## config.mk

```make
export PLATFORM = sky130hd
export DESIGN_NAME = lane_serializer
export DESIGN_NICKNAME = d
export VERILOG_FILES = /design/src/rtl/lane_serializer.sv
export SDC_FILE = /design/constraint.sdc
export NUM_CORES = 1
export LEC_CHECK = 0
export ABC_AREA = 1
export ABC_CLOCK_PERIOD_IN_PS = 1700
export BUFFER_PORTS_ARGS = -buffer_cell sky130_fd_sc_hd__buf_2
export CAP_MARGIN = 20
export CORE_UTILIZATION = 45
export CTS_CLUSTER_SIZE = 25
export DETAILED_ROUTE_END_ITERATION = 10
export GPL_TIMING_DRIVEN = 1
export PLACE_DENSITY = 0.81
export SYNTH_ARGS = -nofsm -noshare
export SYNTH_HDL_FRONTEND = slang
export SYNTH_SLANG_ARGS = --single-unit
```

## constraint.sdc

```tcl
create_clock -name clk -period 1.7 [get_ports clk]
set_clock_uncertainty 0.2 [all_clocks]
set_input_delay 0.17 -clock clk [delete_from_list [all_inputs] [get_ports clk]]
set_output_delay 0.17 -clock clk [all_outputs]
set_load 0.005 [all_outputs]
```

## src/rtl/lane_serializer.sv

```systemverilog
// Wide-word to per-lane gearbox: emits LANES lanes MSB-lane first, each widened to OUT_W.
// Sign extension from in_signed is enabled by defining LANE_SERIALIZER_SIGN_EXT_EN.
module lane_serializer #(
  parameter int LANE_W = 4,
  parameter int LANES  = 2,
  parameter int OUT_W  = 8,
  parameter int IDX_W  = (LANES > 1) ? $clog2(LANES) : 1
) (
  input  logic                    clk,
  input  logic                    rst,
  input  logic [LANES*LANE_W-1:0] in_data,
  input  logic                    in_signed,
  input  logic                    in_valid,
  output logic                    in_ready,
  output logic [OUT_W-1:0]        out_data,
  output logic [IDX_W-1:0]        out_idx,
  output logic                    out_last,
  output logic                    out_valid,
  input  logic                    out_ready
);

  if (OUT_W < LANE_W) begin : g_bad_width
    $error("lane_serializer: OUT_W must not be smaller than LANE_W");
  end

  typedef enum logic {IDLE, SHIFT} state_t;

  function automatic logic [LANE_W-1:0] lane_of(input logic [LANES*LANE_W-1:0] w,
                                                input logic [IDX_W-1:0] k);
    return w[int'(k)*LANE_W +: LANE_W];
  endfunction

  function automatic logic [OUT_W-1:0] extend(input logic [LANE_W-1:0] lane,
                                              input logic sgn);
    logic [OUT_W-1:0] r;
    r = {OUT_W{sgn & lane[LANE_W-1]}};
    r[LANE_W-1:0] = lane;
    return r;
  endfunction

  state_t                    state_q, state_d;
  logic [LANES*LANE_W-1:0]   word_q, word_d;
  logic [IDX_W-1:0]          cnt_q, cnt_d;
  logic [OUT_W-1:0]          data_q, data_d;
  logic                      last_q, last_d;
  logic                      valid_q, valid_d;
  logic                      load_sgn, word_sgn;
  logic                      load, beat;

`ifdef LANE_SERIALIZER_SIGN_EXT_EN
  logic sgn_q, sgn_d;
  assign load_sgn = in_signed;
  assign word_sgn = sgn_q;

  always_ff @(posedge clk) begin
    sgn_q <= sgn_d;
  end

  always_comb begin
    sgn_d = sgn_q;
    if (load) sgn_d = in_signed;
  end
`else
  logic unused_signed;
  assign unused_signed = in_signed;
  assign load_sgn      = 1'b0;
  assign word_sgn      = 1'b0;
`endif

  assign load = in_valid & in_ready;
  assign beat = valid_q & out_ready;

  always_ff @(posedge clk) begin
    if (rst) begin
      state_q <= IDLE;
      cnt_q   <= '0;
      data_q  <= '0;
      last_q  <= 1'b0;
      valid_q <= 1'b0;
    end else begin
      state_q <= state_d;
      cnt_q   <= cnt_d;
      data_q  <= data_d;
      last_q  <= last_d;
      valid_q <= valid_d;
    end
  end

  // The captured word needs no reset: it is only observed after a load.
  always_ff @(posedge clk) begin
    word_q <= word_d;
  end

  always_comb begin
    state_d = state_q;
    word_d  = word_q;
    cnt_d   = cnt_q;
    data_d  = data_q;
    last_d  = last_q;
    valid_d = valid_q;
    case (state_q)
      IDLE: ;
      SHIFT: begin
        if (beat) begin
          if (!last_q) begin
            cnt_d  = cnt_q - IDX_W'(1);
            data_d = extend(lane_of(word_q, cnt_q - IDX_W'(1)), word_sgn);
            last_d = (cnt_q == IDX_W'(1));
          end else begin
            state_d = IDLE;
            valid_d = 1'b0;
          end
        end
      end
      default: state_d = IDLE;
    endcase
    // A load in SHIFT only happens alongside the last-beat handshake, so it overrides the return to IDLE.
    if (load) begin
      state_d = SHIFT;
      word_d  = in_data;
      cnt_d   = IDX_W'(LANES - 1);
      data_d  = extend(lane_of(in_data, IDX_W'(LANES - 1)), load_sgn);
      last_d  = (LANES == 1);
      valid_d = 1'b1;
    end
  end

  always_comb begin
    in_ready = 1'b0;
    if (!rst) in_ready = (state_q == IDLE) || (out_ready && last_q);
  end

  assign out_data  = data_q;
  assign out_idx   = cnt_q;
  assign out_last  = last_q;
  assign out_valid = valid_q;

endmodule

```

Word-level counts from Yosys, hierarchy flattened
Index checks and enable logic that the tools add are counted.

Add/subtract/negate cells: 1. Equality and inequality tests: 1. Shift-type cells: 1. Mux-type cells: 18. Bitwise operators: 3. Reduce and logical (&&, ||, !) cells: 9.

Operators by type and width (number): 4-bit 2-to-1 mux (4); 1-bit 2-to-1 mux (14); 8-bit by 4-bit variable part select with 4-bit output (1); 3-bit AND reduction (2); 2-bit nonzero test (3); 1-bit AND (2); 2-bit by 1-bit inequality test with 1-bit output (second input constant) (1); 2-bit AND reduction (1); 2-bit OR reduction (1); 1-bit logical AND (1); 1-bit logical OR (1); 1-bit NOT (1); 1-bit subtractor (second input constant) (1).

Register bits after elaboration: 16. Output and inout bits: 12. Logic and storage cells: 39.

Depth between registers and ports, before layout
Gate-level depths: netlist of the first run.

Depth after elaboration: 6. Depth in mapped cells: 8. Mapped depth without buffers: 7.

Worst setup path before layout of the first run
Ideal clock, no wire load.

Kind: reg-to-reg. From: register last_q (netlist: out_last). To: register word_q[0] (enable). Setup time: 0.309 ns. Data arrival time: 0.884 ns. Path slack: 0.307 ns. Stages on the path, launching flop included: 6. Path buffers: 1. Clock period less this slack: 1.393 ns. Path through: dfxtp_1 > nand2_2 > nand2_2 > nand3_4 > buf_6 > inv_2.

Cells in the longest elaborated chain, start to end: 4.

Ends and longest elaborated chain: from (decl) (line 45) `logic last_q, last_d;`; from (signal assigned) (line 84) `last_q <= last_d;`; 1-bit logical AND (line 130) `if (!rst) in_ready = (state_q == IDLE) || (out_ready && last_q);`; 1-bit logical OR (line 130); 1-bit 2-to-1 mux (line 130); 1-bit AND (line 70) `assign load = in_valid & in_ready;`; via load (line 48) `logic load, beat;`; to (signal assigned) (line 91) `word_q <= word_d;`; to (decl) (line 42) `logic [LANES*LANE_W-1:0] word_q, word_d;`.

The timed path passes the listed nets, and every way through them passes these cells. A chain may end at the register's enable or synchronous reset.

Worst setup path in the final report of the first run
From: input rst. To: register word_q[3] (enable).

Cells in the longest elaborated chain, start to end: 2.

Ends and longest elaborated chain: from (decl) (line 10) `input logic rst,`; 1-bit 2-to-1 mux (line 130); 1-bit AND (line 70); via load (line 48).

The timed path passes the listed nets, and every way through them passes these cells.

==> results.md, run 1 <==
- Outcome: finished with violations
- Failing checks: design-rule violations
- Most common cell after layout, fill and taps aside: nand2_1
- Unrepaired setup endpoints after global routing: no
- Fmax: 625 MHz
- CTS Buffer Depth: 2
- Slowest cell on crit path: dlygate4sd3_1
- Max-slew violation count: 0
- Final setup fails: 0
- Post-synth cell types: 20
- Synth top area share: 31.2%
- CTS hold repair buffers: 9
- Initial DRC Count: 18
- Die Y: 43.4 um
- Vias in the first global route: 575
- CP top delay family: buffers and inverters
- Clk root buf: clkbuf_4
- Worst vdd ir: 0.539 mV
- Initial antenna violation count: 0
- First-pass GRT wire length: 2390 um
- Reg-to-Reg Start: out_last
- Core area: 1560 um2
- Critical path type: primary input to flip-flop
- # Post-CTS Setup Buffers: 0
- WHS Endpoint: out_valid
- Fin nets: 130
- LEAKAGE: 0.000452 uW
- Number of max-cap violations: 0
- Clk sinks: 16
- Peak fanout along the critical path: 12
- Mapped cell area: 769 um2
- Antenna diode count: 0
- Largest net degree at the start of global routing: 13
- DRC: 4
- Place WS: 0.264 ns
- Dpl hpwl: 1000 um
- Mapped Cells: 88
- Die outline width: 43.4 um
- I/O Pins: 25
- DR WL/cell: 10.7 um
- Syn avg cell area: 8.74 um2
- CP Capture Type: flip-flop
- Min-delay worst type: primary input to flip-flop
- Grt ovf: 0
- Syn-to-layout area delta: 24.1%
- Resized cells post-CTS: 0
- Power per cell area: 824 nW/um2
- Clock latency at the later pin of the worst-skew pair: 0.28 ns
- Slowest cell delay on critical path: 0.53 ns
- Hold Path Depth: 3
- Crit-path cells: dlygate4sd3_1, buf_2, inv_2, nand3_4, inv_2
- Routed Antenna Nets: 0
- CTS tree: yes
- TritonCTS Buffers: 3
- Total GRT Usage: 17.3%
- Highest-count cells in the layout ignoring fill and taps: 29 x nand2_1, 19 x buf_2, 9 x dlygate4sd3_1
- Synth warnings: 0
- Via count: 636
- Worst R2R End: word_q[3]
- Vias/cell: 4.82
- Final core utilization: 61.2%
- Drt pass-1 iters: 7
- Most frequent CP cell: inv_2
- Tmin final: 1.60 ns
- Detailed Route WL: 1410 um
- Worst setup margin: 0.101 ns
- Sequential share of the synthesized area: 52.0%
- Reg clk slew, reported paths: 0.09 ns
- RePlAce Congestion: 0.765
- Synth top area cells: edfxtp_1 31%, dfxtp_1 21%, nand2_1 14%, buf_4 3.9%, inv_1 3.9%
- CP required: 1.49 ns
- CP Launch Type: primary input
- WP data arrival: 1.39 ns
- CP bufs+invs: 4
- Count of input and output buffers: 19
- Layout cells sized above 1: 26.7%
- R2R depth: 4
- Initial Util: 49.4%
- Die area: 1880 um2
- Final Cycle Share: 94.1%
- Maximum level of the CTS H-tree: 1
- Hold Vio Cnt, Final: 0
- Flops & latches, synth: 16
- Setup Total Neg Slack: 0 ns
- # rows: 14
- Hold wc startpoint: in_valid
- Cell taking the most area after synthesis: edfxtp_1
- R2r setup slk: 0.26 ns
power by group:
| part | switching (uW) | internal [uW] |
|---|---|---|
| Clock | 115 | 85.3 |
| Sequential | 19.5 | 433 |
| Combinational | 74.5 | 60.2 |
| Total | 209 | 578 |
stage by stage:
| step | instances | cell area, um2 | total power [uW] | hold WS, ns |
|---|---|---|---|---|
| floorplan | 91 | 781 | 547 | 0.0689 |
| global placement | 119 | 838 | 575 | 0.148 |
| detailed placement | 119 | 838 | 579 | 0.148 |
| CTS | 132 | 955 | 797 | 0.0731 |
| global route | 132 | 955 | 835 | 0.0880 |
| finish | 132 | 955 | 787 | 0.0787 |
cells by family (layout without fill, tap and decap cells):
kind of cell	count (synthesis)	count (layout)	synth area share, %
AOI/OAI and AO/OA	9	9	6.50
buffers and inverters	17	42	12.4
other	1	4	0.487
and+or+nand+nor	45	45	28.6
DFF	16	16	52.0
worst max-delay path by stage:
stage / slack [ns] / cells past startpoint / start / end
5_1_grt: 0.05 / 5 / rst / word_q[1]
6_report: 0.10 / 5 / rst / word_q[3]
4_1_cts: 0.10 / 5 / rst / word_q[6]
2_1_floorplan: 0.31 / 5 / out_last / word_q[0]
3_3_place_gp: 0.29 / 4 / out_last / word_q[6]
3_5_place_dp: 0.26 / 4 / out_last / word_q[6]
state kept, by name, summed over array words and instances, names as in the netlist:
| signal | flops |
|---|---|
| out_valid | 1 |
| out_idx | 1 |
| out_last | 1 |
| out_data | 4 |
| state_q | 1 |
| word_q | 8 |
metal layers:
| layer | share of wire, % | routed length (um) | up-vias | track usage (%) |
|---|---|---|---|---|
| li1 | - | - | 337 | - |
| met1 | 44 | 616 | 276 | 21.6 |
| met2 | 50 | 703 | 19 | 28.2 |
| met3 | 4.5 | 64 | 4 | 3.75 |
| met4 | 1.6 | 23 | 0 | 9.38 |
| met5 | 0 | 0 | - | 0 |
cell type report:
class                      count  area [um2]
multi-input combinational     58         285
clock inverter                 1        3.75
sequential                    16         400
timing repair buffer          28         185
inverter                      10        37.5
clock buffer                   3        22.5
tap                           16        20.0
fill                         141         604
worst register-to-register path, cell delays in order (launching register included):
cell     delay [ns]
dfxtp_1        0.38
nand2_2        0.07
nand2_2        0.12
nand3_4        0.15
inv_2          0.21
cell usage after synthesis:
| master | count |
|---|---|
| nor2_4 | 1 |
| inv_1 | 8 |
| o21ai_0 | 2 |
| nor2_1 | 1 |
| nand3_4 | 1 |
| a31oi_1 | 1 |
| dfxtp_1 | 8 |
| nand2_1 | 29 |
| edfxtp_1 | 8 |
| nand2_2 | 3 |
| buf_4 | 4 |
| nand3_1 | 5 |
| nor3_2 | 1 |
| buf_6 | 2 |
| a21oi_1 | 5 |
| inv_2 | 2 |
| nand4_1 | 4 |
| a21oi_2 | 1 |
| clkbuf_2 | 1 |
| conb_1 | 1 |
No activity file was read; power rests on OpenSTA's default activity.
==> run 2, diff against run 1 <==
--- a/config.mk
+++ b/config.mk
@@ -5,7 +5,6 @@
 export SDC_FILE = /design/constraint.sdc
 export NUM_CORES = 1
 export LEC_CHECK = 0
-export ABC_AREA = 1
 export ABC_CLOCK_PERIOD_IN_PS = 1700
 export BUFFER_PORTS_ARGS = -buffer_cell sky130_fd_sc_hd__buf_2
 export CAP_MARGIN = 20
@@ -13,7 +12,7 @@
 export CTS_CLUSTER_SIZE = 25
 export DETAILED_ROUTE_END_ITERATION = 10
 export GPL_TIMING_DRIVEN = 1
-export PLACE_DENSITY = 0.81
+export PLACE_DENSITY = 0.83
 export SYNTH_ARGS = -nofsm -noshare
 export SYNTH_HDL_FRONTEND = slang
 export SYNTH_SLANG_ARGS = --single-unit
==> run 2 against run 1 <==
Effect of this change:
- the run now ends clean
- global-route usage is 0.13 points higher
- design area is 4.8% lower
- fmax is 6.9% higher
- critical endpoint is now word_q[0]
- die area is 11% lower
- sequential cell count stayed put
==> results.md, run 2 <==
- Total GRT Usage: 17.5% (+0.13 points)
- Slowest cell delay on critical path: 0.53 ns (about the same)
- Synth warnings: 0 (unchanged)
- RePlAce Congestion: 0.786 (+2.9%)
- I/O Pins: 25 (unchanged)
- Synth top area cells: edfxtp_1 35%, dfxtp_1 24%, mux2_2 6.6%, mux2i_1 5.9%, buf_4 5.5%
- CTS Buffer Depth: 2 (unchanged)
- Layout cells sized above 1: 38.6% (+12 points)
- Initial DRC Count: 15 (-3)
- Reg clk slew, reported paths: 0.09 ns (about the same)
- Hold wc startpoint: out_ready
- LEAKAGE: 0.000375 uW (-17%)
- Peak fanout along the critical path: 7 (-5)
- Largest net degree at the start of global routing: 10 (-3)
- Detailed Route WL: 1260 um (-11%)
- TritonCTS Buffers: 3 (unchanged)
- Busiest grt layer: met2
- DR WL/cell: 12.9 um (+21%)
- Vias/cell: 4.91 (+1.9%)
- Hold Vio Cnt, Final: 0 (unchanged)
- Syn avg cell area: 13.3 um2 (+53%)
- Mapped cell area: 681 um2 (-12%)
- Filler cells: 100 (-29%)
- Die Y: 40.9 um (-5.7%)
- CTS tree: yes
- CP Capture Type: flip-flop
- Multi-input gate area: 235 um2 (-18%)
- Grt ovf: 0 (unchanged)
- Final setup fails: 0 (unchanged)
- Initial Util: 50.4% (+1.1 points)
- Final Cycle Share: 88.0% (-6.1 points)
- Syn-to-layout area delta: 33.5%
- Flops & latches, synth: 16 (unchanged)
- Met2 Resource Use GR: 30.1% (+1.9 points)
- Critical path type: primary input to flip-flop
- Min-delay worst type: primary input to flip-flop
- Most common cell after layout, fill and taps aside: buf_2
- CP required: 1.50 ns (about the same)
- WP data arrival: 1.29 ns (-0.10 ns)
- Crit-path cells: dlygate4sd3_1, buf_2, nor3_2, buf_4
- Mapped Cells: 51 (-42%)
- GRT met3 Usage: 3.26% (-0.49 points)
- Synth Flop Type: edfxtp_1
- Vias in the first global route: 439 (-24%)
- Core area: 1350 um2 (-13%)
- Unrepaired setup endpoints after global routing: no
- Cell taking the most area after synthesis: edfxtp_1
- Ys async rst share: 0% (unchanged)
- Slowest cell on crit path: dlygate4sd3_1
- Top cells by count, synth: 8 x dfxtp_1, 8 x edfxtp_1, 5 x buf_4
- Clk sinks: 16 (unchanged)
- Clk root buf: clkbuf_4
- Largest register FFs: 8 (unchanged)
- Antenna diode count: 0 (unchanged)
- Worst vdd ir: 0.625 mV (+16%)
- # rows: 13 (-1)
- Highest-count cells in the layout ignoring fill and taps: 19 x buf_2, 10 x dlygate4sd3_1, 8 x dfxtp_1, 8 x edfxtp_1
- Count of input and output buffers: 19 (unchanged)
- Dpl hpwl: 843 um (-16%)
- Number of synthesized flops with an enable pin: 8 (unchanged)
- Setup Total Neg Slack: 0 ns (unchanged)
- Die outline width: 40.9 um (-5.7%)
- Max-slew violation count: 0 (unchanged)
- Register name with the most flops: word_q
- Number of max-cap violations: 0 (unchanged)
- Die area: 1670 um2 (-11%)
- Fmax: 669 MHz (+6.9%)
- Synth top area share: 35.3% (+4.1 points)
- Fin nets: 97 (-25%)
- Maximum level of the CTS H-tree: 1 (unchanged)
- GRT met1 Usage: 19.8% (-1.8 points)
- Sequential share of the synthesized area: 58.8% (+6.8 points)
- Routed Antenna Nets: 0 (unchanged)
- DRC: 0 (-4)
- Post-synth cell types: 20 (unchanged)
- CP Launch Type: primary input
- First-pass GRT wire length: 1790 um (-25%)
- Outcome: finished clean
- Initial antenna violation count: 0 (unchanged)
- Drt pass-1 iters: 4 (-3)
- Clock latency at the later pin of the worst-skew pair: 0.28 ns (about the same)
- Power per cell area: 880 nW/um2 (+6.7%)
- Sequential cell area: 400 um2 (unchanged)
- Tmin final: 1.50 ns (-0.103 ns)
- Reg-to-Reg Start: out_last
- Via count: 481 (-24%)
- Beginning of the critical path: rst
- WHS: 0.0615 ns (-0.0172 ns)
==> run 2: changes by cell type in the layout (fill, tap and decap cells not counted), sizes merged, moves of 5 or more <==
| cell | before | now |
|---|---|---|
| a21oi | 6 | 1 |
| inv | 10 | 2 |
| nand2 | 32 | 0 |
| nand3 | 6 | 1 |
==> run 2: timing repair <==
| action | 4_1_cts | 5_1_grt |
|---|---|---|
| buffers inserted | 0 | 0 |
| endpoints found under the hold margin | 14 | 0 |
| gates resized for setup | 0 | 0 |
| hold buffers | 10 | 0 |
==> run 2: routing by layer <==
metal	up-vias	routed length (um)	share of wire, %
met3	2	31	2.5
met2	13	666	53
li1	246	-	-
met5	-	0	0
met4	0	19	1.5
met1	220	542	43
==> run 2: critical path, delay by kind of cell <==
family / cells / cell delay [ns]
and+or+nand+nor: 1 / 0.24
buffers and inverters: 3 / 0.89
==> run 2: cell type report <==
cell class                 count  area share [%]
sequential                    16            44.1
timing repair buffer          31            23.1
inverter                       2           0.826
multi-input combinational     30            25.9
clock buffer                   4            3.99
tap                           15            2.07
==> run 2: kinds of logic (layout without fill, tap and decap cells) <==
group / Yosys count / after routing / synth area share, %
DFF: 16 / 16 / 58.8
AOI/OAI and AO/OA: 10 / 10 / 12.3
muxes: 8 / 8 / 12.5
buffers and inverters: 8 / 37 / 8.27
and+or+nand+nor: 7 / 7 / 6.25
other: 1 / 4 / 0.551
xor gates and xnor gates: 1 / 1 / 1.29
==> run 2: worst paths after layout <==
path | endpoint | slack (ns) | depth (start not counted)
worst max-delay path | word_q[0] | 0.20 | 4
worst max register to register | out_data[3] | 0.25 | 3
worst min-delay path | out_last | 0.06 | 3
worst min register to register | out_data[1] | 0.35 | 2
==> run 2: stage by stage <==
stage                     utilization, %  setup slack (ns)  cell area [um2]  total power, uW  std cells
after floorplan                        -             0.113              692              509         54
after global placement              57.2             0.283              772              537         84
after detailed placement            57.2             0.266              772              541         84
after CTS                           67.3             0.213              908              800         98
after global routing                67.3             0.142              908              842         98
final                               67.3             0.204              908              799         98
==> run 2: report_power, final <==
| group | leakage, uW | switching [uW] | total (uW) | internal (uW) |
|---|---|---|---|---|
| sequential | 0.000140 | 17.5 | 445 | 427 |
| combinational | 0.000214 | 42.4 | 106 | 63.2 |
| clock | 0.0000210 | 119 | 249 | 130 |
==> run 3, diff against run 2 <==
--- a/config.mk
+++ b/config.mk
@@ -5,14 +5,16 @@
 export SDC_FILE = /design/constraint.sdc
 export NUM_CORES = 1
 export LEC_CHECK = 0
+export ABC_AREA = 1
 export ABC_CLOCK_PERIOD_IN_PS = 1700
 export BUFFER_PORTS_ARGS = -buffer_cell sky130_fd_sc_hd__buf_2
 export CAP_MARGIN = 20
+export CORE_MARGIN = 4
 export CORE_UTILIZATION = 45
 export CTS_CLUSTER_SIZE = 25
 export DETAILED_ROUTE_END_ITERATION = 10
 export GPL_TIMING_DRIVEN = 1
-export PLACE_DENSITY = 0.83
+export PLACE_DENSITY = 0.81
 export SYNTH_ARGS = -nofsm -noshare
 export SYNTH_HDL_FRONTEND = slang
 export SYNTH_SLANG_ARGS = --single-unit
==> constraint.sdc (replaced) <==
create_clock -name clk -period 1.7 [get_ports clk]
set_clock_uncertainty 0.2 [all_clocks]
set_input_delay 0.34 -clock clk [delete_from_list [all_inputs] [get_ports clk]]
set_output_delay 0.34 -clock clk [all_outputs]
set_load 0.005 [all_outputs]
==> run 3 against run 2 <==
Effect of this change:
- cell count rose by 27%
- via count rose by 32%
- critical path depth fell by 1
- setup slack got worse by 0.026 ns
- sequential share of layout area rose by 1.8 points
- die area rose by 46%
- sequential cell count did not move
- global-route usage fell by 5.0 points
- register-to-register slack improved by 0.02 ns
==> results.md, run 3 (synthesized netlist as in run 1, its figures left out) <==
- Initial DRC Count: 14 (-1)
- Register name with the most flops: word_q
- Final core utilization: 55.9% (-11 points)
- I/O Pins: 25 (unchanged)
- Total GRT Usage: 12.5% (-5.0 points)
- Initial antenna violation count: 0 (unchanged)
- Setup Total Neg Slack: 0 ns (unchanged)
- CP Launch Type: flip-flop
- Multi-input gate area: 285 um2 (+21%)
- Power per cell area: 891 nW/um2 (+1.3%)
- LEAKAGE: 0.000419 uW (+12%)
- Routed Antenna Nets: 0 (unchanged)
- Switching power share of the total: 27.1% (+4.8 points)
- Initial Util: 49.4% (-1.1 points)
- Final Cycle Share: 89.5% (+1.5 points)
- CTS hold repair buffers: 0 (-10)
- Clock latency at the later pin of the worst-skew pair: 0.29 ns (about the same)
- Final setup fails: 0 (unchanged)
- DR WL/cell: 11.3 um (-12%)
- Max-slew violation count: 0 (unchanged)
- CP Capture Type: output pin
- Slowest cell delay on critical path: 0.38 ns (-0.15 ns)
- Detailed Route WL: 1410 um (+12%)
- CTS Buffer Depth: 2 (unchanged)
- Clock power share: 26.2% (-4.9 points)
- Busiest grt layer: met2
- Tmin final: 1.52 ns (+0.0260 ns)
- Peak fanout along the critical path: 4 (-3)
- Critical path type: flip-flop to output pin
- DRC: 0 (unchanged)
- Unrepaired setup endpoints after global routing: no
- Vias in the first global route: 582 (+33%)
- Psw: 211 uW (+18%)
- Worst vdd ir: 0.512 mV (-18%)
- Drt pass-1 iters: 4 (unchanged)
- Dpl hpwl: 1080 um (+28%)
- Grt ovf: 0 (unchanged)
- Sequential cell area: 400 um2 (unchanged)
- CTS tree: yes
- Fin nets: 122 (+26%)
- Int Power: 566 uW (-8.8%)
- Min-delay worst type: primary input to flip-flop
- Reg clk slew, reported paths: 0.09 ns (about the same)
- Count of input and output buffers: 19 (unchanged)
- Antenna diode count: 0 (unchanged)
- Outcome: finished clean
- Largest net degree at the start of global routing: 13 (+3)
- Flop pwr share: 58.2% (+2.5 points)
- WP data arrival: 0.98 ns (-0.31 ns)
- Clk root buf: clkbuf_4
- Syn-to-layout area delta: 13.3%
- Core area: 1560 um2 (+15%)
- # Post-CTS Setup Buffers: 0 (unchanged)
- Number of max-cap violations: 0 (unchanged)
- # rows: 14 (+1)
- Met2 Resource Use GR: 21.7% (-8.4 points)
- Resized cells post-CTS: 0 (unchanged)
- Die Y: 49.4 um (+21%)
- Slowest cell on crit path: dfxtp_1
- DP Area: 846 um2 (+9.6%)
- Highest-count cells in the layout ignoring fill and taps: 29 x nand2_1, 19 x buf_2, 8 x inv_1, 8 x dfxtp_1, 8 x edfxtp_1
- Hold Vio Cnt, Final: 0 (unchanged)
- Fmax: 657 MHz (-1.7%)
- GRT met3 Usage: 3.36% (+0.10 points)
- Comb power frac: 15.5% (+2.3 points)
- Die outline width: 49.4 um (+21%)
- Crit-path cells: nand2_2, a21oi_1, buf_2
- Vias/cell: 5.13 (+4.5%)
- Most common cell after layout, fill and taps aside: nand2_1
- RePlAce Congestion: 0.749 (-4.7%)
- GRT met1 Usage: 14.0% (-5.8 points)
- TritonCTS Buffers: 3 (unchanged)
- Clk sinks: 16 (unchanged)
- Design Area, Final: 872 um2 (-4.0%)
- Layout cells sized above 1: 29.6% (-8.9 points)
- First-pass GRT wire length: 2380 um (+33%)
- Via count: 636 (+32%)
- CP required: 1.16 ns (-0.34 ns)
- Filler cells: 144 (+44%)
- Largest register FFs: 8 (unchanged)
- Die area: 2440 um2 (+46%)
- Maximum level of the CTS H-tree: 1 (unchanged)
[run 3: changes by cell type in the layout (fill, tap and decap cells not counted), sizes merged, moves of 2 or more]
cell and change:
mux2 -4, o21ai +2, a21oi +5, mux2i -4, nand3 +5, dlygate4sd3 -10
nand2 +32, o2bb2ai -4, o21bai -2, nand4 +4, inv +8
[run 3: critical path: cells and delay by family (launching register included)]
family | cells | cell delay, ns
AND/OR/NAND/NOR | 1 | 0.07
buffers and inverters | 1 | 0.13
flip-flops | 1 | 0.38
AO/OA/AOI/OAI | 1 | 0.12
[run 3: area by class of cell]
type                            count  share of cell area (%)
Clock buffer                        3                    2.58
Inverter                           10                    4.30
Clock inverter                      1                   0.430
Sequential cell                    16                    45.9
Multi-Input combinational cell     58                    32.7
Timing Repair Buffer               20                    11.8
Tap cell                           16                    2.30
[run 3: routing by layer]
| layer | up-vias | wire length (um) |
|---|---|---|
| li1 | 318 | - |
| met1 | 294 | 579 |
| met2 | 20 | 695 |
| met3 | 4 | 103 |
| met4 | 0 | 29 |
| met5 | - | 0 |
[run 3: through the flow]
step,power (uW),setup slack (ns),std cells,hold WS [ns]
after global routing,826,0.0742,124,0.00586
after global placement,577,0.221,120,0.270
after CTS,780,0.165,124,0.0234
final,777,0.178,124,0.0217
after detailed placement,582,0.195,120,0.273
after floorplan,547,0.285,91,0.239
[run 3: worst paths after layout]
kind | from | endpoint | slack, ns | cells after the start
setup / recovery | out_last | in_ready | 0.18 | 3
hold / removal | in_data[1] | word_q[1] | 0.02 | 1
setup reg to reg | out_last | word_q[6] | 0.27 | 4
hold reg to reg | out_valid | out_valid | 0.29 | 2
[run 3: power by group through the flow]
stage          Sequential (uW)  Combinational, uW  Clock, uW
3_5_place_dp               461                121          0
3_3_place_gp               460                117          0
4_1_cts                    452                122        206
6_report                   452                121        204
2_1_floorplan              456               91.1          0
5_1_grt                    456                138        232
